<file path="config.mk">
export PLATFORM = sky130hd
export DESIGN_NAME = logic_unit_arb
export DESIGN_NICKNAME = d
export VERILOG_FILES = /design/src/rtl/logic_unit_arb.sv
export SDC_FILE = /design/constraint.sdc
export NUM_CORES = 1
export LEC_CHECK = 0
export CAP_MARGIN = 10
export CORE_MARGIN = 2
export CORE_UTILIZATION = 40
export DETAILED_ROUTE_END_ITERATION = 8
export GPL_TIMING_DRIVEN = 0
export HOLD_SLACK_MARGIN = 0.12
export PLACE_DENSITY = 0.8
export RECOVER_POWER = 50
export SETUP_SLACK_MARGIN = 0.02
export SKIP_LAST_GASP = 1
export SLEW_MARGIN = 40
export SYNTH_ARGS = -nofsm -noshare
export SYNTH_HDL_FRONTEND = slang
export SYNTH_SLANG_ARGS = --single-unit
export TNS_END_PERCENT = 50
</file>
<file path="constraint.sdc">
create_clock -name clk -period 4.19 [get_ports clk]
set_clock_uncertainty 0.15 [all_clocks]
set_input_delay 0.6285 -clock clk [delete_from_list [all_inputs] [get_ports clk]]
set_output_delay 0.6285 -clock clk [all_outputs]
set_load 0.02 [all_outputs]
</file>
<file path="src/rtl/logic_unit_arb.sv">
`default_nettype none
// ============================================================================
//  Module   : logic_unit_arb
//  Brief    : Round-robin arbiter sharing one bitwise logic unit
//             (AND/OR/XOR/NOR) among NREQ requesters, with a registered
//             result returned under a valid/ready handshake.
//  Options  : LU_ARB_ZERO_FLAG_EN adds the registered rsp_zero output.
//  Revision : 1.0 - initial release
// ============================================================================
module logic_unit_arb #(
   parameter int WIDTH = 32,
   parameter int NREQ  = 4,
   parameter int IDW   = $clog2(NREQ)
) (
   input  logic                  clk,
   input  logic                  rst_n,
   input  logic [NREQ-1:0]       req_valid,
   output logic [NREQ-1:0]       req_ready,
   input  logic [2*NREQ-1:0]     req_op,
   input  logic [WIDTH*NREQ-1:0] req_a,
   input  logic [WIDTH*NREQ-1:0] req_b,
   output logic                  rsp_valid,
   input  logic                  rsp_ready,
   output logic [WIDTH-1:0]      rsp_data,
   output logic [IDW-1:0]        rsp_id
`ifdef LU_ARB_ZERO_FLAG_EN
   ,
   output logic                  rsp_zero
`endif
);

   localparam logic [0:0] c_st_idle = 1'b0;
   localparam logic [0:0] c_st_busy = 1'b1;

   logic [0:0]       r_state;
   logic [0:0]       w_state_nxt;
   logic [IDW-1:0]   r_rr_ptr;
   logic [WIDTH-1:0] r_data;
   logic [IDW-1:0]   r_id;

   logic [NREQ-1:0]  w_rot;
   logic [IDW-1:0]   w_off;
   logic             w_any;
   logic [IDW:0]     w_sum;
   logic [IDW-1:0]   w_grant;
   logic [IDW-1:0]   w_ptr_nxt;
   logic             w_can_accept;
   logic             w_accept;
   logic [1:0]       w_op;
   logic [WIDTH-1:0] w_a;
   logic [WIDTH-1:0] w_b;
   logic [WIDTH-1:0] w_result;

   // Rotate req_valid so that bit 0 corresponds to the requester at rr_ptr
   always_comb begin
      w_rot = '0;
      for (int p = 0; p < NREQ; p++) begin
         if (r_rr_ptr == IDW'(p)) begin
            for (int k = 0; k < NREQ; k++) begin
               w_rot[k] = req_valid[(p + k) % NREQ];
            end
         end
      end
   end

   // Find the lowest set bit of the rotated vector (descending scan, last hit wins)
   always_comb begin
      w_any = 1'b0;
      w_off = '0;
      for (int j = NREQ - 1; j >= 0; j--) begin
         if (w_rot[j]) begin
            w_any = 1'b1;
            w_off = IDW'(j);
         end
      end
   end

   // Map the rotated offset back to an absolute requester index, modulo NREQ
   assign w_sum     = {1'b0, r_rr_ptr} + {1'b0, w_off};
   assign w_grant   = (w_sum >= (IDW+1)'(NREQ)) ? IDW'(w_sum - (IDW+1)'(NREQ))
                                                : w_sum[IDW-1:0];
   assign w_ptr_nxt = (w_grant == IDW'(NREQ - 1)) ? '0 : w_grant + IDW'(1);

   assign w_can_accept = (r_state == c_st_idle) || rsp_ready;
   assign w_accept     = w_any && w_can_accept;
   assign req_ready    = w_accept ? ({{(NREQ-1){1'b0}}, 1'b1} << w_grant) : '0;

   // Operand mux: pick the granted requester's opcode and operands
   always_comb begin
      w_op = 2'b00;
      w_a  = '0;
      w_b  = '0;
      for (int i = 0; i < NREQ; i++) begin
         if (w_grant == IDW'(i)) begin
            w_op = req_op[2*i +: 2];
            w_a  = req_a[WIDTH*i +: WIDTH];
            w_b  = req_b[WIDTH*i +: WIDTH];
         end
      end
   end

   // Shared bitwise logic slice
   always_comb begin
      case (w_op)
         2'b00:   w_result = w_a & w_b;
         2'b01:   w_result = w_a | w_b;
         2'b10:   w_result = w_a ^ w_b;
         default: w_result = ~(w_a | w_b);
      endcase
   end

   // FSM state register
   always_ff @(posedge clk or negedge rst_n) begin
      if (!rst_n) begin
         r_state <= c_st_idle;
      end else begin
         r_state <= w_state_nxt;
      end
   end

   // FSM next state: accept fills the result register, a consumed result with no new accept empties it
   always_comb begin
      w_state_nxt = r_state;
      case (r_state)
         c_st_idle: if (w_accept) w_state_nxt = c_st_busy;
         default: begin
            if (w_accept)       w_state_nxt = c_st_busy;
            else if (rsp_ready) w_state_nxt = c_st_idle;
         end
      endcase
   end

   // FSM output: result is valid exactly while the register is full
   always_comb begin
      rsp_valid = (r_state == c_st_busy);
   end

   // Result register and round-robin pointer update on accept only
   always_ff @(posedge clk or negedge rst_n) begin
      if (!rst_n) begin
         r_data   <= '0;
         r_id     <= '0;
         r_rr_ptr <= '0;
      end else if (w_accept) begin
         r_data   <= w_result;
         r_id     <= w_grant;
         r_rr_ptr <= w_ptr_nxt;
      end
   end

   assign rsp_data = r_data;
   assign rsp_id   = r_id;

`ifdef LU_ARB_ZERO_FLAG_EN
   logic r_zero;

   // Zero flag captured alongside the result
   always_ff @(posedge clk or negedge rst_n) begin
      if (!rst_n) begin
         r_zero <= 1'b1;
      end else if (w_accept) begin
         r_zero <= (w_result == '0);
      end
   end

   assign rsp_zero = r_zero;
`endif

endmodule
`default_nettype wire

</file>
# After elaboration in Yosys (flattened, before gate mapping)
# Cells that the tools add are included.
# totals
reg_bits	37
in_bits	271
wordCells	59
# classes
n_addsub	3
n_lt_le_gt_ge	1
eq_ne	8
n_shift	1
muxes	32
bitwise_logic	5
n_reduce_logical	5
# ops
cell	n
$mux W32	8
$pmux W32 S3	1
$and A32 B32 Y32	1
$not A32 Y32	1
$or A32 B32 Y32	1
$xor A32 B32 Y32	1
$mux W2	10
$mux W4	5
$eq A2 B2 Y1 const B	5
$mux W1	8
$eq A2 B1 Y1 const B	3
$logic_not A2 Y1	3
$shl A1 B2 Y4 const A	1
$add A2 B2 Y3	1
$ge A3 B3 Y1 const B	1
$add A2 B1 Y2 const B	1
$sub A2 B1 Y2 const B	1
$logic_and A1 B1 Y1	1
$logic_or A1 B1 Y1	1
$not A1 Y1	1

# Depth between registers and ports, before layout
# logic_depth
depth_word	20
depth_mapped	20
mapped_depth_nobuf	17

# Worst setup path before layout
# No wires, ideal clock.
# synth_path
kind	in2reg
startpoint	input req_valid[0]
endpoint	register r_data[27], in the netlist rsp_data[27]
arrival_time_ns	3.756
required_ns	3.909
path_slack_ns	0.153
path_stages	19
n_path_buf	4
path_cell_list	clkbuf_1 nor3_1 a311oi_1 o21ai_0 ha_1 xnor2_1 xnor2_1 inv_1 ha_1 buf_4 clkbuf_1 clkbuf_1 a221oi_1 nor3_1 a21o_1 ha_1 mux2_1 nand2_1 o211ai_1
# synth_between
elab_chain_len	18
# synth_lines
item	line_no	text
from (decl)	17	input logic [NREQ-1:0] req_valid,
$mux W4 (2 in a row)	58	if (r_rr_ptr == IDW'(p)) begin
$mux W4 (*)	58	
$mux W2 (3 in a row)	71	if (w_rot[j]) begin
$mux W2 (*)	71	
$add A2 B2 Y3 (*)	79	assign w_sum = {1'b0, r_rr_ptr} + {1'b0, w_off};
$ge A3 B3 Y1 or $sub A2 B1 Y2 (tied branches)	80	assign w_grant = (w_sum >= (IDW+1)'(NREQ)) ? IDW'(w_sum - (IDW+1)'(NREQ))
$mux W2 (*)	80	
net w_grant[1]	45	logic [IDW-1:0] w_grant;
$logic_not A2 Y1	94	if (w_grant == IDW'(i)) begin
$mux W32 (4 in a row)	94	
$or A32 B32 Y32	106, 108	
$not A32 Y32	108	default: w_result = ~(w_a | w_b);
$pmux W32 S3 (*)	104	case (w_op)
to (signal assigned)	145	r_data <= w_result;
to (decl)	38	logic [WIDTH-1:0] r_data;
# Mark *: on every way through the listed nets, which the timed path passes. The rest lies on a longest branch.
# A chain may end at the register's enable or synchronous reset.

# Worst setup path after layout
# layout_path
startpoint	register r_rr_ptr[0]
endpoint	register r_data[8], in the netlist rsp_data[8]
# layout_between
elab_chain_len	20
# layout_lines
item	line_no	text
from (decl)	37	logic [IDW-1:0] r_rr_ptr;
from (signal assigned)	147	r_rr_ptr <= w_ptr_nxt;
$logic_not A2 Y1	58	
$mux W4 (4 in a row)	58	
$mux W2 (4 in a row)	71	
$add A2 B2 Y3 (*)	79	
$ge A3 B3 Y1 or $sub A2 B1 Y2 (tied branches)	80	
$mux W2 (*)	80	
net w_grant[1]	45	
$logic_not A2 Y1	94	
$mux W32 (4 in a row)	94	
$or A32 B32 Y32	106, 108	
$not A32 Y32	108	
$pmux W32 S3 (*)	104	
# Marks and branches as above.

==> results <==
cell usage after synthesis, drive strengths merged, types with 5 or more instances:
master,number
a22o,29
inv,8
clkbuf,45
dfrtp,37
a21o,64
a221oi,63
a21oi,128
ha,69
nand2b,5
nor2,80
o22ai,29
o21ai,33
nor3,65
buf,35
nand2,37
area by class of cell:
| type | count | area [um2] |
|---|---|---|
| timing repair buffer | 308 | 3073 |
| fill | 1175 | 4476 |
| sequential | 37 | 925.9 |
| tap | 180 | 225.2 |
| inverter | 8 | 32.53 |
| clock buffer | 7 | 142.6 |
| buffer | 80 | 481.7 |
| multi-input combinational | 632 | 4363 |
layout by cell type (no fill, tap or decap), types with 6 or more instances in the layout:
cell type        synthesis  final
a21o_1                  64     64
a21oi_1                128    128
a221oi_1                63     57
a221oi_2                 0      6
a22o_1                  29     29
buf_2                   22     18
buf_4                    4     11
buf_6                    7      7
clkbuf_1                45     18
clkbuf_2                 0     20
clkbuf_4                 0      6
clkdlybuf4s50_1          0    283
dfrtp_1                 37     37
dlygate4sd3_1            0     18
ha_1                    69     68
inv_1                    7      7
nand2_1                 37     37
nor2_1                  80     79
nor3_1                  65     47
nor3_2                   0     17
o21ai_1                 31     32
o22ai_1                 29     29
critical path: stages (launching register included):
cell and delay [ns]:
dfrtp_1 0.40, buf_2 0.19, o311a_1 0.35, o21ai_1 0.15, ha_2 0.20, xnor2_2 0.08
xnor2_2 0.26, inv_1 0.10, ha_1 0.21, buf_6 0.15, clkbuf_4 0.22, clkbuf_1 0.29
nor3_1 0.42, a21oi_1 0.08, ha_1 0.24, a22o_1 0.20, a21oi_1 0.11, o22ai_1 0.10
registers in the layout, summed over array words and instances (netlist names):
signal / flops
rsp_id: 2
rsp_data: 32
r_rr_ptr: 2
rsp_valid: 1
per-layer routing:
metal / up-vias / part of all wire (%) / track usage (%)
met5: - / 0.050 / 0
met4: 2 / 3.6 / 12.28
met3: 68 / 11 / 8.427
met2: 448 / 46 / 55.94
met1: 3492 / 40 / 42.08
li1: 3509 / - / -
final timing paths:
path / to / slack [ns] / cells after the start
min reg2reg: rsp_id[1] / 0.33 / 2
max in group asynchronous: rsp_data[15] / 1.72 / 1
max: rsp_data[8] / 0.18 / 17
min in group asynchronous: rsp_data[29] / 0.86 / 1
max reg2reg: rsp_data[8] / 0.18 / 17
min: rsp_id[1] / 0.33 / 2
through the flow:
step	hold slack (ns)	area, um2
6_report	0.3263	9244
5_1_grt	0.3654	9244
4_1_cts	0.1987	9138
3_5_place_dp	0.3260	8851
3_3_place_gp	0.3153	8853
2_1_floorplan	0.1829	5555
what timing repair did:
| action | in CTS | in global routing |
|---|---|---|
| endpoints found under the hold margin | 0 | 0 |
| pin swaps | 1 | 3 |
| setup endpoints to repair | 36 | 36 |
| setup buffers | 0 | 1 |
| resized for setup | 59 | 41 |
kinds of logic after synthesis:
logic type,synth area share (%)
AOI/OAI and AO/OA,43.56
xor gates and xnor gates,0.3154
adders and majority gates,15.54
buffers and inverters,7.658
DFF,16.67
muxes,0.8108
and+or+nand+nor,15.45
==> summary.md <==
| Metric | Value |
|---|---|
| Worst Hold Class | reg2reg |
| Worst Path Max Fanout | 10 |
| EDFF count, synth | 0 |
| Total track usage | 33.63% |
| Worst Setup SP | r_rr_ptr[0] |
| Final Hold Vio Count | 0 |
| Std cell rows | 43 |
| Synth top area share | 16.67% |
| Flops & latches, synth | 37 |
| Final setup viols | 0 |
| RSZ-0062 raised after global routing | true |
| YS warnings | 0 |
| Routed Antenna Nets | 0 |
| Final core utilization | roughly 67% |
| Final GP Congestion | 0.9283 |
| Worst Path Required | around 4.2 ns |
| Fmax | 0.2491 GHz |
| Initial core utilization | 40.49% |
| Die area | ~15000 um2 |
| Arr. time, crit path | 4.03 ns |
| Port bufs | 307 |
| Critical Path Start Type | flop |
| Netlist Area Pre-Place | 5555 um2 |
| Place WS | -1.348 ns |
| H-tree depth | 2 |
| Largest net degree at the start of global routing | 38 |
| DR WL/cell | 20.79 um |
| Core area | 13720 um2 |
| Post-synthesis async set-or-reset flop share | 100.0% |
| Minimum clock period | 4.014 ns |
| Status | finished with violations |
| Setup TNS | 0 ns |
| Crit Path Class | reg2reg |
| Vias/cell | around 6 |
| Clk slew on worst S/H paths | 0.06 ns |
| Syn Inst Count | approximately 760 |
| Top cells by area, synth | dfrtp_1 (17%), ha_1 (16%), a21oi_1 (12%), a221oi_1 (9.9%), a21o_1 (8.6%) |
| DR pass1 iterations | 7 |
| Main flop type after synthesis | dfrtp_1 |
| Failing checks | max-capacitance violations, max-slew violations |
| CTS tree | built |
| # diodes | 0 |
| DPL Wire Length | 19860 um |
| Die Width | 121.9 um |
| Share of layout cells above drive strength 1 | 9.795% |
| Netlist cell types | 42 |
| Total gr overflow | 0 |
| Dpl cells | 1244 |
| Avg Inst Size Synth | 7.339 um2 |
| Final nets | 1412 |
| CTS root buf | clkbuf_16 |
| Post-synthesis sequential area ratio | about 17% |
| Max cap viols | 1 |
| DRC errors left | 0 |
| Initial antenna violation count | 1 |
| Vias in the first global route | about 7200 |
| Fin cells | 1252 |
| Via count | around 7500 |
| Clk Latency, worst-skew pair | between 0.2 and 0.3 ns |
| Syn_nets | 1097 |
| Routed WL | 26030 um |
| Sink Count | 37 |
| Die Span Y | 121.9 um |
| Worst Max-Slew Pin Slew | 2.270 ns |
| Period utilization | 95.80% |
| Starting DRT DRC Count | 567 |
| Hold path start | rsp_id[1] |
| Crit. End Element | flop |
| Slew Viols, Final | 38 |
| Worst r2r src | r_rr_ptr[0] |
| Area leader, netlist | dfrtp_1 |
| I/O pin cnt | 310 |
| Global-route wire length before repair | 38630 um |
| Post-cts hold buffer count | 0 |
| Relative max-transition margin | -51.34% |
| Clock Tree Buf Depth | 2 |
| Cts bufs inserted | 5 |
| Final worst slack | 0.1760 ns |
| Area growth syn-to-layout | 66.40% |
Power of run 1 is not shown: default switching activity piles up to over one toggle a cycle in this logic, so the estimate is an artifact.
